**config.mk**
```make
export PLATFORM = sky130hd
export DESIGN_NAME = l2_fence_ctrl_flat
export DESIGN_NICKNAME = d
export VERILOG_FILES = /design/src/rtl/l2_fence_ctrl_if.sv /design/src/rtl/l2_fence_ctrl.sv /design/src/flat_wrapper.sv
export SDC_FILE = /design/constraint.sdc
export NUM_CORES = 1
export LEC_CHECK = 0
export BUFFER_PORTS_ARGS = -buffer_cell sky130_fd_sc_hd__buf_4
export CORE_UTILIZATION = 35
export CTS_CLUSTER_DIAMETER = 100
export DETAILED_ROUTE_END_ITERATION = 16
export PLACE_DENSITY = 0.66
export SYNTH_ARGS = -nofsm -noshare
export SYNTH_HDL_FRONTEND = slang
export SYNTH_SLANG_ARGS = --single-unit
```
**constraint.sdc**
```tcl
create_clock -name clk -period 3.1 [get_ports clk]
set_input_delay 0.62 -clock clk [delete_from_list [all_inputs] [get_ports clk]]
set_output_delay 0.62 -clock clk [all_outputs]
set_load 0.1 [all_outputs]
```
**src/rtl/l2_fence_ctrl_if.sv**
```systemverilog
// Decoder-side handshake bundle for the L2 fence sequencer.
interface l2_fence_ctrl_if #(
  parameter int SETS   = 256,
  parameter int WAYS   = 8,
  parameter int N_MSHR = 8
);
  localparam int SW = $clog2(SETS);
  localparam int WW = $clog2(WAYS);
  localparam int MW = $clog2(N_MSHR + 1);

  logic          do_fence;
  logic          fence_flush;
  logic          do_ongoing_fence;
  logic          line_needs_wb;
  logic [MW-1:0] mshr_cnt;
  logic          wb_req_ready;

  logic          ongoing_fence;
  logic          drain_in_progress;
  logic [SW-1:0] flush_set;
  logic [WW-1:0] flush_way;
  logic          wb_req_valid;
  logic          fence_done;
  logic          fence_err;
  logic          fence_timeout;

  modport master (
    output do_fence, fence_flush, do_ongoing_fence, line_needs_wb, mshr_cnt, wb_req_ready,
    input  ongoing_fence, drain_in_progress, flush_set, flush_way, wb_req_valid,
    input  fence_done, fence_err, fence_timeout
  );

  modport slave (
    input  do_fence, fence_flush, do_ongoing_fence, line_needs_wb, mshr_cnt, wb_req_ready,
    output ongoing_fence, drain_in_progress, flush_set, flush_way, wb_req_valid,
    output fence_done, fence_err, fence_timeout
  );
endinterface

```
**src/rtl/l2_fence_ctrl.sv**
```systemverilog
// L2 fence sequencer: walks every (set, way) issuing writebacks, then waits for MSHRs to retire.
// Optional drain watchdog enabled by macro L2_FENCE_TIMEOUT_EN.
module l2_fence_ctrl #(
  parameter int SETS           = 256,
  parameter int WAYS           = 8,
  parameter int N_MSHR         = 8,
  parameter int TIMEOUT_CYCLES = 4096
) (
  input logic            clk,
  input logic            rst,
  l2_fence_ctrl_if.slave bus
);
  localparam int SW = $clog2(SETS);
  localparam int WW = $clog2(WAYS);
  localparam int MW = $clog2(N_MSHR + 1);

  localparam logic [SW-1:0] SET_LAST = SW'(SETS - 1);
  localparam logic [WW-1:0] WAY_LAST = WW'(WAYS - 1);
  localparam logic [MW-1:0] MSHR_ALL = MW'(N_MSHR);

  typedef enum logic [2:0] {
    S_IDLE  = 3'd0,
    S_WALK  = 3'd1,
    S_WB    = 3'd2,
    S_DRAIN = 3'd3,
    S_DONE  = 3'd4
  } state_t;

  state_t        r_state;
  state_t        w_state_nxt;
  state_t        w_adv_state;
  logic [SW-1:0] r_set;
  logic [SW-1:0] w_set_nxt;
  logic [SW-1:0] w_adv_set;
  logic [WW-1:0] r_way;
  logic [WW-1:0] w_way_nxt;
  logic [WW-1:0] w_adv_way;
  logic          r_ongoing;
  logic          r_drain;
  logic          r_wb_valid;
  logic          r_done;
  logic          r_err;
  logic          w_err_nxt;
  logic          w_tmo;

  // Position after one walk step; the final line hands over to DRAIN with counters cleared.
  always_comb begin
    w_adv_state = S_WALK;
    w_adv_set   = r_set;
    w_adv_way   = r_way + WW'(1'b1);
    if (r_way == WAY_LAST) begin
      w_adv_way = {WW{1'b0}};
      if (r_set == SET_LAST) begin
        w_adv_set   = {SW{1'b0}};
        w_adv_state = S_DRAIN;
      end else begin
        w_adv_set = r_set + SW'(1'b1);
      end
    end else begin
      w_adv_set = r_set;
    end
  end

  // Next-state and counter update.
  always_comb begin
    w_state_nxt = r_state;
    w_set_nxt   = r_set;
    w_way_nxt   = r_way;
    case (r_state)
      S_IDLE: begin
        if (bus.do_fence) begin
          w_state_nxt = bus.fence_flush ? S_WALK : S_DRAIN;
          w_set_nxt   = {SW{1'b0}};
          w_way_nxt   = {WW{1'b0}};
        end else begin
          w_state_nxt = S_IDLE;
        end
      end
      S_WALK: begin
        if (bus.do_ongoing_fence && bus.line_needs_wb) begin
          w_state_nxt = S_WB;
        end else if (bus.do_ongoing_fence) begin
          w_state_nxt = w_adv_state;
          w_set_nxt   = w_adv_set;
          w_way_nxt   = w_adv_way;
        end else begin
          w_state_nxt = S_WALK;
        end
      end
      S_WB: begin
        if (bus.wb_req_ready) begin
          w_state_nxt = w_adv_state;
          w_set_nxt   = w_adv_set;
          w_way_nxt   = w_adv_way;
        end else begin
          w_state_nxt = S_WB;
        end
      end
      S_DRAIN: begin
        if (bus.mshr_cnt == MSHR_ALL) begin
          w_state_nxt = S_DONE;
        end else begin
          w_state_nxt = S_DRAIN;
        end
      end
      S_DONE:  w_state_nxt = S_IDLE;
      default: begin
        w_state_nxt = S_IDLE;
        w_set_nxt   = {SW{1'b0}};
        w_way_nxt   = {WW{1'b0}};
      end
    endcase
  end

  assign w_err_nxt = r_err | (bus.do_fence && (r_state != S_IDLE));

  // State, counters and outputs registered from the next state so they change together.
  always_ff @(posedge clk) begin
    if (rst) begin
      r_state    <= S_IDLE;
      r_set      <= {SW{1'b0}};
      r_way      <= {WW{1'b0}};
      r_ongoing  <= 1'b0;
      r_drain    <= 1'b0;
      r_wb_valid <= 1'b0;
      r_done     <= 1'b0;
      r_err      <= 1'b0;
    end else begin
      r_state    <= w_state_nxt;
      r_set      <= w_set_nxt;
      r_way      <= w_way_nxt;
      r_ongoing  <= (w_state_nxt == S_WALK) || (w_state_nxt == S_WB) || (w_state_nxt == S_DRAIN);
      r_drain    <= (w_state_nxt == S_WB) || (w_state_nxt == S_DRAIN);
      r_wb_valid <= (w_state_nxt == S_WB);
      r_done     <= (w_state_nxt == S_DONE);
      r_err      <= w_err_nxt;
    end
  end

`ifdef L2_FENCE_TIMEOUT_EN
  localparam int TW = $clog2(TIMEOUT_CYCLES + 1);
  localparam logic [TW-1:0] TMO_MAX = TW'(TIMEOUT_CYCLES);

  logic [TW-1:0] r_tmo_cnt;
  logic          r_tmo;
  logic          w_enter_drain;

  assign w_enter_drain = (w_state_nxt == S_DRAIN) && (r_state != S_DRAIN);

  // Drain-cycle counter saturates at the limit; the flag is sticky until the next accepted fence.
  always_ff @(posedge clk) begin
    if (rst) begin
      r_tmo_cnt <= {TW{1'b0}};
      r_tmo     <= 1'b0;
    end else begin
      if (w_enter_drain) begin
        r_tmo_cnt <= {TW{1'b0}};
      end else if ((r_state == S_DRAIN) && (r_tmo_cnt != TMO_MAX)) begin
        r_tmo_cnt <= r_tmo_cnt + TW'(1'b1);
      end else begin
        r_tmo_cnt <= r_tmo_cnt;
      end
      if ((r_state == S_IDLE) && bus.do_fence) begin
        r_tmo <= 1'b0;
      end else if ((r_state == S_DRAIN) && (r_tmo_cnt == TMO_MAX - TW'(1'b1))) begin
        r_tmo <= 1'b1;
      end else begin
        r_tmo <= r_tmo;
      end
    end
  end

  assign w_tmo = r_tmo;
`else
  assign w_tmo = 1'b0;
`endif

  assign bus.ongoing_fence     = r_ongoing;
  assign bus.drain_in_progress = r_drain;
  assign bus.flush_set         = r_set;
  assign bus.flush_way         = r_way;
  assign bus.wb_req_valid      = r_wb_valid;
  assign bus.fence_done        = r_done;
  assign bus.fence_err         = r_err;
  assign bus.fence_timeout     = w_tmo;
endmodule

```
**src/flat_wrapper.sv**
```systemverilog
// flat-port wrapper written by rule: the top's interface ports become plain ports
module l2_fence_ctrl_flat 
#(
  parameter int SETS           = 256,
  parameter int WAYS           = 8,
  parameter int N_MSHR         = 8,
  parameter int TIMEOUT_CYCLES = 4096
)
  (clk, rst, bus_do_fence, bus_fence_flush, bus_do_ongoing_fence, bus_line_needs_wb, bus_mshr_cnt, bus_wb_req_ready, bus_ongoing_fence, bus_drain_in_progress, bus_flush_set, bus_flush_way, bus_wb_req_valid, bus_fence_done, bus_fence_err, bus_fence_timeout);
  l2_fence_ctrl_if #(.SETS(SETS), .WAYS(WAYS), .N_MSHR(N_MSHR)) bus_i ();
  input logic clk;
  input logic rst;
  input wire logic [$bits(bus_i.do_fence)-1:0] bus_do_fence;
  input wire logic [$bits(bus_i.fence_flush)-1:0] bus_fence_flush;
  input wire logic [$bits(bus_i.do_ongoing_fence)-1:0] bus_do_ongoing_fence;
  input wire logic [$bits(bus_i.line_needs_wb)-1:0] bus_line_needs_wb;
  input wire logic [$bits(bus_i.mshr_cnt)-1:0] bus_mshr_cnt;
  input wire logic [$bits(bus_i.wb_req_ready)-1:0] bus_wb_req_ready;
  output wire logic [$bits(bus_i.ongoing_fence)-1:0] bus_ongoing_fence;
  output wire logic [$bits(bus_i.drain_in_progress)-1:0] bus_drain_in_progress;
  output wire logic [$bits(bus_i.flush_set)-1:0] bus_flush_set;
  output wire logic [$bits(bus_i.flush_way)-1:0] bus_flush_way;
  output wire logic [$bits(bus_i.wb_req_valid)-1:0] bus_wb_req_valid;
  output wire logic [$bits(bus_i.fence_done)-1:0] bus_fence_done;
  output wire logic [$bits(bus_i.fence_err)-1:0] bus_fence_err;
  output wire logic [$bits(bus_i.fence_timeout)-1:0] bus_fence_timeout;
  assign bus_i.do_fence = bus_do_fence;
  assign bus_i.fence_flush = bus_fence_flush;
  assign bus_i.do_ongoing_fence = bus_do_ongoing_fence;
  assign bus_i.line_needs_wb = bus_line_needs_wb;
  assign bus_i.mshr_cnt = bus_mshr_cnt;
  assign bus_i.wb_req_ready = bus_wb_req_ready;
  assign bus_ongoing_fence = bus_i.ongoing_fence;
  assign bus_drain_in_progress = bus_i.drain_in_progress;
  assign bus_flush_set = bus_i.flush_set;
  assign bus_flush_way = bus_i.flush_way;
  assign bus_wb_req_valid = bus_i.wb_req_valid;
  assign bus_fence_done = bus_i.fence_done;
  assign bus_fence_err = bus_i.fence_err;
  assign bus_fence_timeout = bus_i.fence_timeout;
  l2_fence_ctrl #(.SETS(SETS), .WAYS(WAYS), .N_MSHR(N_MSHR), .TIMEOUT_CYCLES(TIMEOUT_CYCLES)) u_core (.clk(clk), .rst(rst), .bus(bus_i));
endmodule
```
Word level (Yosys, flattened, before mapping)
Index checks and enable logic that the tools add are counted.

cells by class
  $add $sub $neg = 2
  equality and inequality tests = 15
  muxes and demuxes = 22
  bitwise logic cells = 2
  reduce and logical (&&, ||, !) cells = 9

operator list
  cell                                                             count
  8-bit two-way mux                                                6
  3-bit two-way mux                                                11
  8-bit one-hot mux with 4 select lines                            1
  3-bit one-hot mux with 4 select lines                            2
  3-bit by 2-bit == test with 1-bit output, second input constant  4
  3-bit == test, second input constant                             3
  8-bit by 1-bit adder with 8-bit output, second input constant    1
  8-bit == test, second input constant                             1
  2-bit inequality test, second input constant                     4
  3-bit by 1-bit == test with 1-bit output, second input constant  2
  5-bit AND reduction                                              1
  4-bit == test, second input constant                             1
  2-bit two-way mux                                                2
  3-bit by 1-bit adder with 3-bit output, second input constant    1
  3-bit logical NOT                                                1
  1-bit logical OR                                                 3
  3-bit nonzero test                                               1
  1-bit logical AND                                                2
  2-bit OR reduction                                               1
  1-bit NOT                                                        1
  1-bit bitwise OR                                                 1

word-level totals
  flip-flop bits (word level) = 19
  bits of input ports = 11
  logic and storage cells = 58

Longest topological paths before layout
  depth after elaboration = 9
  gate-level depth with buffers = 7

Worst setup path before layout
No wires, ideal clock.

  path type = flip-flop to flip-flop
  from = register u_core.r_way[0] (netlist: u_core.bus.flush_way[0])
  to = register u_core.r_ongoing (netlist: u_core.bus.ongoing_fence)
  data arrival time = 2.359 ns
  data required time = 2.986 ns
  path slack = 0.627 ns
  cell stages (with the launch flop) = 8
  path buffers = 0
  cell sequence = dfxtp_1 ha_1 ha_1 and4_1 a31oi_1 o22ai_1 nor2_1 a2111oi_0

between the ends
  longest elaborated chain between the ends = 8
  elaborated cells between the ends (all ways) = 11
  those cells by class = eq/ne: 4; mux: 5; reduce/logical: 2

RTL lines
  what                                                                                                         RTL line              RTL
  from (decl)                                                                                                  l2_fence_ctrl.sv:35   logic [WW-1:0] r_way;
  from (signal assigned)                                                                                       l2_fence_ctrl.sv:122  r_way <= {WW{1'b0}};
  from (signal assigned)                                                                                       l2_fence_ctrl.sv:131  r_way <= w_way_nxt;
  3-bit == test *                                                                                              l2_fence_ctrl.sv:51   if (r_way == WAY_LAST) begin
  3-bit two-way mux *                                                                                          l2_fence_ctrl.sv:51
  3-bit two-way mux                                                                                            l2_fence_ctrl.sv:82   end else if (bus.do_ongoing_fence) begin
  3-bit two-way mux                                                                                            l2_fence_ctrl.sv:80   if (bus.do_ongoing_fence && bus.line_needs_wb) begin
  3-bit one-hot mux with 4 select lines *                                                                      l2_fence_ctrl.sv:69   case (r_state)
  3-bit by 1-bit == test with 1-bit output / 3-bit by 2-bit == test with 1-bit output (equally long branches)  l2_fence_ctrl.sv:132  r_ongoing <= (w_state_nxt == S_WALK) || (w_state_nxt == S_WB) || (w_state_nxt == S_DRAIN);
  1-bit logical OR                                                                                             l2_fence_ctrl.sv:132
  1-bit logical OR *                                                                                           l2_fence_ctrl.sv:132
  to (signal assigned)                                                                                         l2_fence_ctrl.sv:132
  to (decl)                                                                                                    l2_fence_ctrl.sv:38   logic r_ongoing;

Mark *: on every way between the ends. The rest lies on a longest branch, timed or not.
A chain may end at the register's enable or synchronous reset.

Worst setup path in the final report
  from = register u_core.r_state[2]
  to = register u_core.r_set[5] (netlist: u_core.bus.flush_set[5])

between the ends
  longest elaborated chain between the ends = 4
  elaborated cells between the ends (all ways) = 13
  those cells by class = eq/ne: 8; mux: 1; bitwise: 1; reduce/logical: 3

RTL lines
  what                                                                              RTL line              RTL
  from (decl)                                                                       l2_fence_ctrl.sv:29   state_t r_state;
  from (signal assigned)                                                            l2_fence_ctrl.sv:129  r_state <= w_state_nxt;
  3-bit == test / 3-bit by 2-bit == test with 1-bit output (equally long branches)  l2_fence_ctrl.sv:69
  2-bit OR reduction (no line)                                                      --
  1-bit NOT (no line)                                                               --
  5-bit AND reduction (no line)                                                     --
  to (signal assigned)                                                              l2_fence_ctrl.sv:121  r_set <= {SW{1'b0}};
  to (signal assigned)                                                              l2_fence_ctrl.sv:130  r_set <= w_set_nxt;
  to (decl)                                                                         l2_fence_ctrl.sv:32   logic [SW-1:0] r_set;

Several ways; a longest one is shown, not always the timed one.

==> impl_metrics.toml <==
[die]
core_area_mm2 = 0.00278
start_util_pct = 37.3
top_level_ports = 28
die_x_um = 56.5
core.rowCount = 19
die_area_mm2 = 0.00319
die_height_um = 56.5

[layout]
fin_area_mm2 = 0.00126
final_nets = 164
fillers = 287
area_growth_pct = 21.4
drive_gt1_share_pct = 23.5
diodes = 0
instances_no_fill = 180

[clock_tree]
tritoncts = "yes"
h-tree-depth = 1
ctsLongestPathBuffers = 2
worstSkewPairLatency_ns = 0.30
clock_sinks = 19
clkTransAtPathRegs_ns = 0.11
holdBufCountCts = 0
cts-root-buf = "clkbuf_4"
cts_made_buffers = 3
cts_resized = 0
postCtsSetupRepairBufs = 0

[setup_path]
worstPathArrival_ns = 2.21
crit_fanout = 10
cp-start-kind = "flop"
endpoint_kind = "flop"
ff2ff_path_depth = 5
critical_path_required_ns = 3.34
path_class = "reg2reg"

[sta]
timing.fmax_mhz = 509
finalSetupViolations = 0
clock_skew_ns = 0.00648
hold_violations = 0
finalMaxSlewViolations = 0
tightest_slew_ns = 0.612
setup_slack_ns = 1.13
holdWs_ns = 0.481
min_period_ns = 1.97
fin_crit_sh_pct = 63.4
fin_tns_setup_ns = 0
relSlewSlack_pct = 58.9
rsz0062_at_grt = "false"

[power]
vdd_drop_max_v = 0.000250
powerDensity_mw_per_mm2 = 486
leakage_nw = 0.505

[route]
routed_wl_um = 2380
ant_nets = 0
met2_length_um = 1080
topRoutingLayerUsed = "met4"
route.layer.met1.wl_um = 1120
viasPerCell = 5.58
vias = 1004
firstDrtPassIters = 4
drtIter0Drc = 25
drc = 0
met3_length_um = 140
wl_per_cell_um = 13.2

[job]
cap_violations = 0

[synthesis]
synth_area_leaders = "dfxtp_1 37%, a21oi_1 4.8%, nand2_1 4.3%, nor2_1 4.3%, ha_1 3.6%"
synth_fp_nets = 139
netlist_area_mm2 = 0.00104
synth_warnings = 0
synth_flop_cell = "dfxtp_1"
synth_edf_count = 0
syn_area_per_cell_um2 = 8.31
yosys.area.top_type = "dfxtp_1"
yosysTopAreaCellShare_pct = 36.6
synth_seq_cells = 19
ys_seq_area_share_pct = 36.6
async_flop_share_pct = 0
synth.distinct_cells = 38
postSynthCellCount = 125

[status]
status = "completed"

[placed_design]
hpwl_um = 1730
postPlaceCellArea_mm2 = 0.00123
dp.cells = 176
numPortBuffers = 26
gp_congestion = 0.811
pre_cts_slack_ns = 1.10

[grt]
overflow = 0
antenna_found_initial = 0
grt_pass1_vias = 900
grt_use_total_pct = 15.5
grt_max_degree = 22
grt_pass1_wl_um = 3940

[hold_path]
hold-path-cell-count = 2
hp-class = "reg2reg"
## synth_stat cells, types with 2 or more instances
cell and number:
dfxtp_1 19, nand2_1 12, nor2_1 12, a21oi_1 10, inv_1 6, or3_1 6
o21ai_0 5, nand2b_1 4, ha_1 3, nand3_1 3, nor2b_1 3, nor3_1 3
o32ai_1 3, a31oi_1 2, a32oi_2 2, and2_1 2, and4_1 2, buf_4 2
clkbuf_1 2, mux2i_1 2, nor4_1 2, nor4b_1 2, o21a_1 2, xor2_1 2
## power by group
group / switching, W / internal, W / total [W]
Clock: 0.0000791 / 0.0000482 / 0.000127
Sequential: 0.0000152 / 0.000258 / 0.000273
Combinational: 0.000150 / 0.0000621 / 0.000212
## sequential cells by signal (all words and copies together), names as in the netlist
register	count
u_core.bus.drain_in_progress	1
u_core.bus.fence_done	1
u_core.bus.fence_err	1
u_core.bus.flush_set	8
u_core.bus.flush_way	3
u_core.bus.ongoing_fence	1
u_core.bus.wb_req_valid	1
u_core.r_state	3
## cell type report
cell class / instances / area [um^2] / share of cell area, %
Clock buffer: 3 / 22.5 / 1.79
Sequential cell: 19 / 380 / 30.2
Timing Repair Buffer: 26 / 195 / 15.5
Inverter: 6 / 22.5 / 1.79
Clock inverter: 1 / 5.00 / 0.397
Tap cell: 31 / 38.8 / 3.08
Multi-Input combinational cell: 94 / 597 / 47.3
## critical path, cell delays in order, from the launching register on
cell,delay [ns]
dfxtp_1,0.56
inv_1,0.17
a32oi_2,0.26
o221ai_2,0.22
or4_1,0.54
a21oi_1,0.16
## final timing paths
path	from	endpoint	slack, ns
max	u_core.r_state[2]$_SDFF_PP0_	u_core.bus.flush_set[5]$_SDFFE_PP0P_	1.13
min	u_core.bus.fence_err$_SDFF_PP0_	u_core.bus.fence_err$_SDFF_PP0_	0.48
max reg2reg	u_core.r_state[2]$_SDFF_PP0_	u_core.bus.flush_set[5]$_SDFFE_PP0P_	1.13
min reg2reg	u_core.bus.fence_err$_SDFF_PP0_	u_core.bus.fence_err$_SDFF_PP0_	0.48
## placed cells by master, fill, tap and decap left out, drive strengths merged
cell type  netlist  routed
clkinv           0       1
or4              1       1
nand2b           4       4
a2111oi          1       1
and2             2       2
o221ai           1       1
nand3            3       3
o2111ai          1       1
nor3             3       3
mux2i            2       2
o22ai            1       1
nor4b            2       2
inv              6       6
buf              4      26
o21a             2       2
conb             1       1
nand2           12      12
o21ai            6       6
xor2             2       2
clkbuf           2       3
ha               3       3
nand4            1       1
nor4             2       2
a21oi           10      10
o32ai            3       3
o211ai           1       1
nor2            12      12
a31oi            2       2
and3             1       1
or3              6       6
dfxtp           19      19
and4             2       2
a32oi            2       2
o21ba            1       1
nor2b            4       4
## metal layers
layer | global-route usage (%) | vias up
met5 | 0 | -
met4 | 7.32 | 0
met3 | 2.30 | 5
met2 | 24.4 | 35
met1 | 20.6 | 462
li1 | - | 502
## per-stage QoR
step	power (W)	utilization, %
detailed placement	0.000490	44.4
global route	0.000647	45.3
finish	0.000612	45.3
global placement	0.000486	44.4
floorplan	0.000447	-
CTS	0.000618	45.3
## logic make-up (layout without fill, tap and decap cells)
group                    count (synthesis)  count (layout)  synth area share [%]
adder cells (fa/ha/maj)                  3               3                  3.61
AO/OA/AOI/OAI                           31              31                  21.4
XOR/XNOR                                 2               2                  1.69
buffers and inverters                   12              36                  5.90
AND/OR/NAND/NOR                         55              55                  28.4
multiplexers                             2               2                  1.93
other                                    1               1                 0.361
flip-flops                              19              19                  36.6
Power figures use the tool's default switching activity.
